$ cat src/rtl/cla_addsub_pipe.sv
// rtl/cla_addsub_pipe.sv - pipelined carry-lookahead adder/subtractor with valid/ready handshake
//
// Purpose:
//   WIDTH-bit A+B / A-B split into STAGES segments of SEG = WIDTH/STAGES bits.
//   Segment k is resolved in pipeline stage k from BLOCK-bit lookahead groups
//   that ripple into each other. The segment carry is registered and consumed
//   by segment k+1 one cycle later. The last stage register is the output
//   register; flags are derived from it, so they hold while stalled.
//
// Optional feature macro: CLA_SAT_EN
//   Defined   : i_sat=1 clamps a signed-overflowing result to the signed max/min.
//   Undefined : i_sat is ignored and results always wrap.
//
// Ports:
//   i_clk     clock, rising edge
//   i_rst_n   asynchronous active-low reset
//   i_valid   operands valid           o_ready  block accepts input this cycle
//   i_a, i_b  operands (WIDTH)         i_sub    0 = A+B, 1 = A-B
//   i_sat     saturate signed result (CLA_SAT_EN only)
//   o_valid   result valid             i_ready  downstream accepts result
//   o_sum     result (WIDTH)           o_cout   carry out of MSB (sub: 1 = no borrow)
//   o_ovf     signed overflow of the unsaturated result
//   o_zero    o_sum == 0
module cla_addsub_pipe #(
    parameter int WIDTH  = 32,
    parameter int BLOCK  = 4,
    parameter int STAGES = 2
) (
    input  logic             i_clk,
    input  logic             i_rst_n,
    input  logic             i_valid,
    output logic             o_ready,
    input  logic [WIDTH-1:0] i_a,
    input  logic [WIDTH-1:0] i_b,
    input  logic             i_sub,
    input  logic             i_sat,
    output logic             o_valid,
    input  logic             i_ready,
    output logic [WIDTH-1:0] o_sum,
    output logic             o_cout,
    output logic             o_ovf,
    output logic             o_zero
);

    localparam int SEG  = WIDTH / STAGES;
    localparam int NGRP = SEG / BLOCK;
    localparam int LAST = STAGES - 1;

    if (STAGES < 1) begin : g_bad_stages
        $error("cla_addsub_pipe: STAGES must be >= 1");
    end
    if (WIDTH % (STAGES * BLOCK) != 0) begin : g_bad_width
        $error("cla_addsub_pipe: WIDTH must be a multiple of STAGES*BLOCK");
    end

    // One segment: BLOCK-bit groups with full lookahead inside each group.
    // Every carry inside a group is a sum-of-products of g/p and the group
    // carry-in; the group carry-out then ripples into the next group.
    function automatic logic [SEG:0] cla_seg(
        input logic [SEG-1:0] a,
        input logic [SEG-1:0] b,
        input logic           cin
    );
        logic [SEG-1:0] g;
        logic [SEG-1:0] p;
        logic [SEG-1:0] s;
        logic           c_grp;
        logic           c_next;
        logic           c_bit;
        logic           prod;
        g      = a & b;
        p      = a ^ b;
        s      = '0;
        c_grp  = cin;
        c_next = 1'b0;
        for (int grp = 0; grp < NGRP; grp++) begin
            for (int i = 0; i <= BLOCK; i++) begin
                c_bit = 1'b0;
                prod  = 1'b1;
                for (int j = i - 1; j >= 0; j--) begin
                    c_bit = c_bit | (prod & g[grp*BLOCK + j]);
                    prod  = prod & p[grp*BLOCK + j];
                end
                c_bit = c_bit | (prod & c_grp);
                if (i < BLOCK) begin
                    s[grp*BLOCK + i] = p[grp*BLOCK + i] ^ c_bit;
                end else begin
                    c_next = c_bit;
                end
            end
            c_grp = c_next;
        end
        return {c_grp, s};
    endfunction

    // Per-stage state. Each stage carries the full operands (upper slices are
    // still to be processed; the MSBs are also needed for the overflow flag),
    // the partially completed sum and the carry into the next segment.
    logic [STAGES-1:0] v_q, v_d;
    logic [STAGES-1:0] c_q, c_d;
    logic [WIDTH-1:0]  a_q   [STAGES];
    logic [WIDTH-1:0]  a_d   [STAGES];
    logic [WIDTH-1:0]  be_q  [STAGES];
    logic [WIDTH-1:0]  be_d  [STAGES];
    logic [WIDTH-1:0]  sum_q [STAGES];
    logic [WIDTH-1:0]  sum_d [STAGES];

    // Inputs to each stage: stage 0 takes the ports, stage k takes stage k-1.
    logic [STAGES-1:0] src_v;
    logic [STAGES-1:0] src_c;
    logic [WIDTH-1:0]  src_a   [STAGES];
    logic [WIDTH-1:0]  src_be  [STAGES];
    logic [WIDTH-1:0]  src_sum [STAGES];
    logic [SEG:0]      seg_res;
    logic              adv;

`ifdef CLA_SAT_EN
    logic [STAGES-1:0] sat_q, sat_d;
    logic [STAGES-1:0] src_sat;
`else
    logic unused_sat;
    assign unused_sat = i_sat;
`endif

    // Whole pipeline moves together; it only stalls when the output
    // register is occupied and the consumer is not taking it.
    assign adv     = !v_q[LAST] || i_ready;
    assign o_ready = adv;

    always_comb begin
        v_d     = v_q;
        c_d     = c_q;
        seg_res = '0;
        src_v   = '0;
        src_c   = '0;
        for (int k = 0; k < STAGES; k++) begin
            a_d[k]     = a_q[k];
            be_d[k]    = be_q[k];
            sum_d[k]   = sum_q[k];
            src_a[k]   = '0;
            src_be[k]  = '0;
            src_sum[k] = '0;
        end
`ifdef CLA_SAT_EN
        sat_d   = sat_q;
        src_sat = '0;
`endif

        // Subtraction as A + ~B + 1: the +1 enters as the segment-0 carry-in.
        src_v[0]   = i_valid;
        src_a[0]   = i_a;
        src_be[0]  = i_sub ? ~i_b : i_b;
        src_c[0]   = i_sub;
        src_sum[0] = '0;
`ifdef CLA_SAT_EN
        src_sat[0] = i_sat;
`endif
        for (int k = 1; k < STAGES; k++) begin
            src_v[k]   = v_q[k-1];
            src_a[k]   = a_q[k-1];
            src_be[k]  = be_q[k-1];
            src_c[k]   = c_q[k-1];
            src_sum[k] = sum_q[k-1];
`ifdef CLA_SAT_EN
            src_sat[k] = sat_q[k-1];
`endif
        end

        if (adv) begin
            for (int k = 0; k < STAGES; k++) begin
                seg_res  = cla_seg(src_a[k][k*SEG +: SEG], src_be[k][k*SEG +: SEG], src_c[k]);
                v_d[k]   = src_v[k];
                a_d[k]   = src_a[k];
                be_d[k]  = src_be[k];
                c_d[k]   = seg_res[SEG];
                sum_d[k] = src_sum[k];
                sum_d[k][k*SEG +: SEG] = seg_res[SEG-1:0];
`ifdef CLA_SAT_EN
                sat_d[k] = src_sat[k];
`endif
            end
        end
    end

    always_ff @(posedge i_clk or negedge i_rst_n) begin
        if (!i_rst_n) begin
            v_q <= '0;
            c_q <= '0;
            for (int k = 0; k < STAGES; k++) begin
                a_q[k]   <= '0;
                be_q[k]  <= '0;
                sum_q[k] <= '0;
            end
`ifdef CLA_SAT_EN
            sat_q <= '0;
`endif
        end else begin
            v_q <= v_d;
            c_q <= c_d;
            for (int k = 0; k < STAGES; k++) begin
                a_q[k]   <= a_d[k];
                be_q[k]  <= be_d[k];
                sum_q[k] <= sum_d[k];
            end
`ifdef CLA_SAT_EN
            sat_q <= sat_d;
`endif
        end
    end

    // Output decode from the last stage register only, so everything is
    // stable while the output is stalled.
    logic [WIDTH-1:0] raw;
    logic [WIDTH-1:0] res;
    logic             ovf_raw;

    assign raw     = sum_q[LAST];
    assign ovf_raw = (a_q[LAST][WIDTH-1] == be_q[LAST][WIDTH-1]) &&
                     (raw[WIDTH-1] != a_q[LAST][WIDTH-1]);

`ifdef CLA_SAT_EN
    // Overflow direction follows the sign of A: A>=0 can only overflow upward.
    always_comb begin
        res = raw;
        if (sat_q[LAST] && ovf_raw) begin
            res = a_q[LAST][WIDTH-1] ? {1'b1, {(WIDTH-1){1'b0}}}
                                     : {1'b0, {(WIDTH-1){1'b1}}};
        end
    end
`else
    assign res = raw;
`endif

    assign o_valid = v_q[LAST];
    assign o_sum   = res;
    assign o_cout  = v_q[LAST] && c_q[LAST];
    assign o_ovf   = v_q[LAST] && ovf_raw;
    assign o_zero  = v_q[LAST] && (res == '0);

endmodule

$ cat config.mk
export PLATFORM = sky130hd
export DESIGN_NAME = cla_addsub_pipe
export DESIGN_NICKNAME = d
export VERILOG_FILES = /design/src/rtl/cla_addsub_pipe.sv
export SDC_FILE = /design/constraint.sdc
export NUM_CORES = 1
export LEC_CHECK = 0
export CAP_MARGIN = 20
export CORE_ASPECT_RATIO = 1.1
export CORE_MARGIN = 2
export CORE_UTILIZATION = 30
export DETAILED_ROUTE_END_ITERATION = 7
export PLACE_DENSITY = 0.53
export SLEW_MARGIN = 10
export SYNTH_ARGS = -nofsm -noshare
export SYNTH_HDL_FRONTEND = slang
export SYNTH_SLANG_ARGS = --single-unit
export TNS_END_PERCENT = 1
$ cat constraint.sdc
create_clock -name i_clk -period 5.15 [get_ports i_clk]
set_clock_uncertainty 0.1 [all_clocks]
set_input_delay 1.2875 -clock i_clk [delete_from_list [all_inputs] [get_ports i_clk]]
set_output_delay 1.2875 -clock i_clk [all_outputs]
set_load 0.02 [all_outputs]
# --- Word-level counts from Yosys, hierarchy flattened ---
# Index checks and enable logic that the tools add are counted.
classes:
  n_addsub: 0
  mul: 0
  div_mod_pow: 0
  order_cmp: 0
  eq_ne: 2
  n_shift: 0
  mux: 7
  n_bitwise: 245
  reduce_logical: 7
op_table:
  columns: ["op", "n"]
  rows:
  - ["$and 1x1->1", 128]
  - ["$or 1x1->1", 80]
  - ["$and 16x16->16", 2]
  - ["$logic_not 32->1", 1]
  - ["$mux 32", 1]
  - ["$not 32->32", 1]
  - ["$xor 1x1->1", 32]
  - ["$xor 16x16->16", 2]
  - ["$mux 1", 6]
  - ["$logic_and 1x1->1", 4]
  - ["$eq 1x1->1", 1]
  - ["$logic_not 1->1", 1]
  - ["$logic_or 1x1->1", 1]
  - ["$ne 1x1->1", 1]
word_totals:
  register_bits: 180
  latchBits: 0
  mem_bits_rw: 0
  romBits: 0
  out_inout_bits: 37
  n_memories: 0

# --- Depth between registers and ports, before layout ---
depth:
  depth_word: 18
  ltp_mapped: 11
  ltp_nobuf: 9

# --- Least setup slack after synthesis ---
# Ideal clock, no wire load.
synth_timing:
  kind: "input port to flip-flop"
  startpoint: "input i_sub"
  endpoint: "register sum_q (netlist bit src_sum[13])"
  setup_time_ns: 0.133
  arrival_time_ns: 4.123
  required_time_ns: 4.917
  path_slack_ns: 0.794
  stages: 11
  path_buffers: 2
  cell_sequence: "buf_2 -> buf_1 -> xor2_1 -> ha_1 -> a211o_1 -> a2111oi_2 -> o21ai_0 -> a31o_2 -> fa_1 -> xnor2_1 -> o21ai_0"
synth_via:
  elab_chain_len: 17
synth_lines:
  columns: ["element", "line", "rtl"]
  rows:
  - ["start, declared", "35", "input logic i_sub,"]
  - ["$mux 32", "152", "src_be[0] = i_sub ? ~i_b : i_b;"]
  - ["$xor 16x16->16 or $and 16x16->16 (tied branches)", "72, 71", null]
  - ["$and 1x1->1, on equally long branches", "81, 82", null]
  - ["$or 1x1->1 (tied with other cells) (2 in series)", "81", "c_bit = c_bit | (prod & g[grp*BLOCK + j]);"]
  - ["$or 1x1->1 or $and 1x1->1 (tied branches)", "81, 84", null]
  - ["$or 1x1->1", "84", "c_bit = c_bit | (prod & c_grp);"]
  - ["$mux 1", "169", "if (adv) begin"]
  - ["$and 1x1->1", "84", null]
  - ["$or 1x1->1", "84", null]
  - ["$mux 1", "169", null]
  - ["$and 1x1->1", "84", null]
  - ["$or 1x1->1", "84", null]
  - ["$mux 1", "169", null]
  - ["$and 1x1->1", "84", null]
  - ["$or 1x1->1", "84", null]
  - ["$xor 1x1->1 *", "86", "s[grp*BLOCK + i] = p[grp*BLOCK + i] ^ c_bit;"]
  - ["end signal, assigned by index", "203", "sum_q[k] <= sum_d[k];"]
  - ["end, declared", "105", "logic [WIDTH-1:0] sum_q [STAGES];"]
# Every way passes the cells marked *; elsewhere a longest branch is shown, timed or not. The select of a mux whose other input is x is not followed.
# A chain may end at the register's enable or synchronous reset.

# --- Worst setup path in the final report ---
layout_timing:
  startpoint: "input i_b[0]"
  endpoint: "register sum_q (netlist bit src_sum[13])"
layout_via:
  elab_chain_len: 16
layout_lines:
  columns: ["element", "line", "rtl"]
  rows:
  - ["start, declared", "34", "input logic [WIDTH-1:0] i_b,"]
  - ["$not 32->32", "152", null]
  - ["$mux 32 *", "152", null]
  - ["$and 16x16->16 or $xor 16x16->16 (tied branches)", "71, 72", null]
  - ["$and 1x1->1, on equally long branches", "81, 82", null]
  - ["$or 1x1->1 or $and 1x1->1 (tied branches)", "81, 84", null]
  - ["$or 1x1->1 *", "84", null]
  - ["$mux 1 *", "169", null]
  - ["$and 1x1->1 *", "84", null]
  - ["$or 1x1->1 *", "84", null]
  - ["$mux 1 *", "169", null]
  - ["$and 1x1->1 *", "84", null]
  - ["$or 1x1->1 *", "84", null]
  - ["$mux 1 *", "169", null]
  - ["$and 1x1->1 *", "84", null]
  - ["$or 1x1->1 *", "84", null]
  - ["$xor 1x1->1 *", "86", null]
# Marked as above.

==> run_results.csv <==
group,metric,value,unit
timing,period_share,0.7906,
placement,dp_hpwl,8407,um
yosys,yosys.area.top_type_share,0.4493,
timing,final_hold_viol_count,0,
placement,gp_congestion,0.7894,
pwr,peakVddDrop,0.1844,mV
routing,first_pass_iters,4,
final_layout,seqCellArea,0.002152,mm^2
routing,vias,3760,
global_route,grt_pass1_wl,18890,um
yosys,synth.largest_area_cell,"dfrtp_1",
global_route,grt-ovfl-total,0,
status,outcome,"complete, no violations",
global_route,grt_max_degree,91,
worst_setup_path,worst_path_most_repeated_cell,"o21ai_0",
die,io_pins,107,
timing,fmax,0.2456,GHz
worst_setup_path,cp_slowest_stage_delay,510,ps
die,core_area,0.01568,mm^2
yosys,ys_top_cells_by_area,"dfrtp_1, nand2_1, ha_1",
global_route,grt_pass1_vias,3836,
yosys,async_reset_ff_frac,1.000,
placement,port_buffers,105,
worst_setup_path,regToRegEndpoint,"o_sum[28]",
min_path,worstHoldStart,"v_q[0]",
final_layout,num-fill-cells,1567,
clock_network,cts_tree,"built",
final_layout,diodes,0,
yosys,syn-num-nets,618,
worst_setup_path,startpoint,"i_b[0]",
clock_network,cts_made_buffers,9,
timing,rsz0062_at_grt,"false",
timing,period_needed,4072,ps
worst_setup_path,crit_slowest_cell,"clkdlybuf4s50_1",
timing,drv_slew,0,
yosys,synth_cell_type_count,50,
worst_setup_path,arrival,4160,ps
yosys,syn_area,0.004790,mm^2
clock_network,postCtsHoldBufs,0,
job,drv_cap,0,
routing,totalWireLength,11370,um
yosys,ys_seq_elements,86,
clock_network,cts_resized,0,
final_layout,multi_input_area,0.002516,mm^2
timing,worstMarginPinSlew,885.2,ps
clock_network,clk_latency,330,ps
worst_setup_path,path_depth,11,
clock_network,clk_pin_slew_worst_paths,60,ps
clock_network,htree_num_levels,3,
final_layout,drive_above_1_share,0.06209,
routing,drt-wirelength-per-cell,14.00,um
die,die_y,136.5,um
timing,timing.hold.ws,360.5,ps
clock_network,clock-sinks,86,
die,rows,48,
routing,postRouteAntennaNets,0,
die,dieArea,0.01699,mm^2
worst_setup_path,ff2ff_setup_slack,2380,ps
pwr,powerDensity,423.8,mW/mm^2
final_layout,layoutNonFillerInstCount,812,
final_layout,area_delta_synth_final,32.26,%
timing,setup_tns,0,ps
worst_setup_path,cp-start-kind,"input pin",
yosys,ys.flop_type,"dfrtp_1",
worst_setup_path,endpoint,"src_sum[13]",
yosys,ys_warn_count,0,
worst_setup_path,crit_buf_inv,2,
routing,avgViaCountPerCell,4.631,
yosys,yosysSeqAreaShare,0.4493,
routing,drc,0,
yosys,synth_edf_count,0,
timing,setup_viol,0,
die,initial_core_util,0.3056,
worst_setup_path,cp_cell_sequence,"clkdlybuf4s50_1 -> xor2_1 -> ha_1 -> a211o_1 -> a2111oi_2 -> buf_4 -> o21ai_0 -> a31o_2 -> fa_1 -> xnor2_1 -> o21ai_0",
worst_setup_path,crit_family,"compound AO/OA/AOI/OAI gates",
worst_setup_path,crit_type,"input pin to register",
clock_network,post_cts.repair.setup_buffers,0,
global_route,antenna_found_initial,0,
worst_setup_path,crit_fanout,4,
pwr,p_leak,2.852,nW
worst_setup_path,required,5230,ps
placement,dp_cells,797,
worst_setup_path,worstRegToRegCells,8,
clock_network,clockBufferDepth,2,
worst_setup_path,r2r_start,"a_q[48]",
worst_setup_path,crit_path_end_kind,"register",
routing,drtIter0Drc,174,
min_path,hp-class,"register to register",
final_layout,nets,717,
yosys,synthCells,509,
timing,max_slew_margin,0.4099,
clock_network,cts-root-buf,"clkbuf_16",
yosys,syn_area_per_cell,9.410,um^2
die,die_w,124.5,um
global_route,track_usage,0.1392,
[placed cells by master (no fill, tap or decap), drive strengths merged, types with 9 or more instances in the layout]
cell and count:
nor2 27, clkdlybuf4s50 103, clkbuf 11, o21ai 40, a21o 9, nand2 134, dfrtp 86, inv 12
a21oi 30, ha 32, xnor2 19, xor2 35
[report_power, final]
| group | leakage, nW | switching [mW] | internal, mW | total [mW] |
|---|---|---|---|---|
| Sequential | 1.02 | 0.147 | 0.870 | 1.02 |
| Combinational | 1.69 | 0.542 | 0.493 | 1.03 |
| Clock | 0.141 | 0.249 | 0.384 | 0.633 |
| Total | 2.85 | 0.937 | 1.75 | 2.68 |
[state kept, by name, summed over array words and instances (netlist names)]
signal,flops
o_sum,32
c_q,2
v_q,2
a_q,17
be_q,17
src_sum,16
[logic make-up after synthesis]
family,Yosys count,share of synthesized area
AOI/OAI and AO/OA,106,0.1445
xor gates and xnor gates,54,0.09875
adders and majority gates,39,0.1129
buffers and inverters,34,0.02690
DFF,86,0.4493
muxes,1,0.002090
and+or+nand+nor,189,0.1656
[routing by layer]
metal  wire, um  global-route usage
met1       5205              0.1747
met2       5536              0.2371
met3        381             0.02463
met4        245             0.06117
met5          0                   0
[cell usage after synthesis (2+ instances only)]
cell	count
or3_1	3
nor4_1	6
a31oi_1	2
and2_2	2
xor2_1	35
xnor2_1	19
nand4_1	2
o21bai_1	2
dfrtp_1	86
fa_1	7
clkbuf_1	18
a21o_1	6
and2_1	3
nand2_1	134
inv_1	11
buf_1	3
nor2b_1	3
a21oi_1	30
a2111oi_4	2
and3_2	2
a21o_2	3
o21ai_0	39
ha_1	32
o21a_1	4
o211ai_1	2
a211o_1	3
nor2_1	27
[through the flow]
step                  util  setup slack [ps]  area [um^2]  total power [mW]
CTS                 0.4041              1085         6335             2.727
finish              0.4041              1078         6335             2.685
floorplan                -             794.0         4790             1.615
detailed placement  0.3856             730.8         6045             2.080
global placement    0.3856             732.6         6045             2.061
global route        0.4041             676.1         6335             2.877
[how the worst min path moves through the flow]
stage,to,depth (start not counted),slack (ps)
2_1_floorplan,v_q[0],2,330
3_3_place_gp,v_q[1],1,350
6_report,v_q[0],2,360
5_1_grt,v_q[0],2,390
3_5_place_dp,v_q[0],2,350
4_1_cts,v_q[0],2,360
[area by class of cell]
type                            count  share of cell area
Multi-Input combinational cell    389              0.3972
Sequential cell                    86              0.3397
Timing Repair Buffer              110              0.1707
Tap cell                          200             0.03950
Clock buffer                       11             0.03832
Clock inverter                      4            0.007505
Inverter                           12            0.007110
[worst register-to-register path: stages, from the launching register on]
cell,delay (ps)
dfrtp_1,380
ha_1,310
a211o_1,350
a2111oi_4,390
o21ai_2,180
a21o_2,250
a21oi_1,170
fa_1,440
a21oi_1,130
Power figures use the tool's default switching activity.
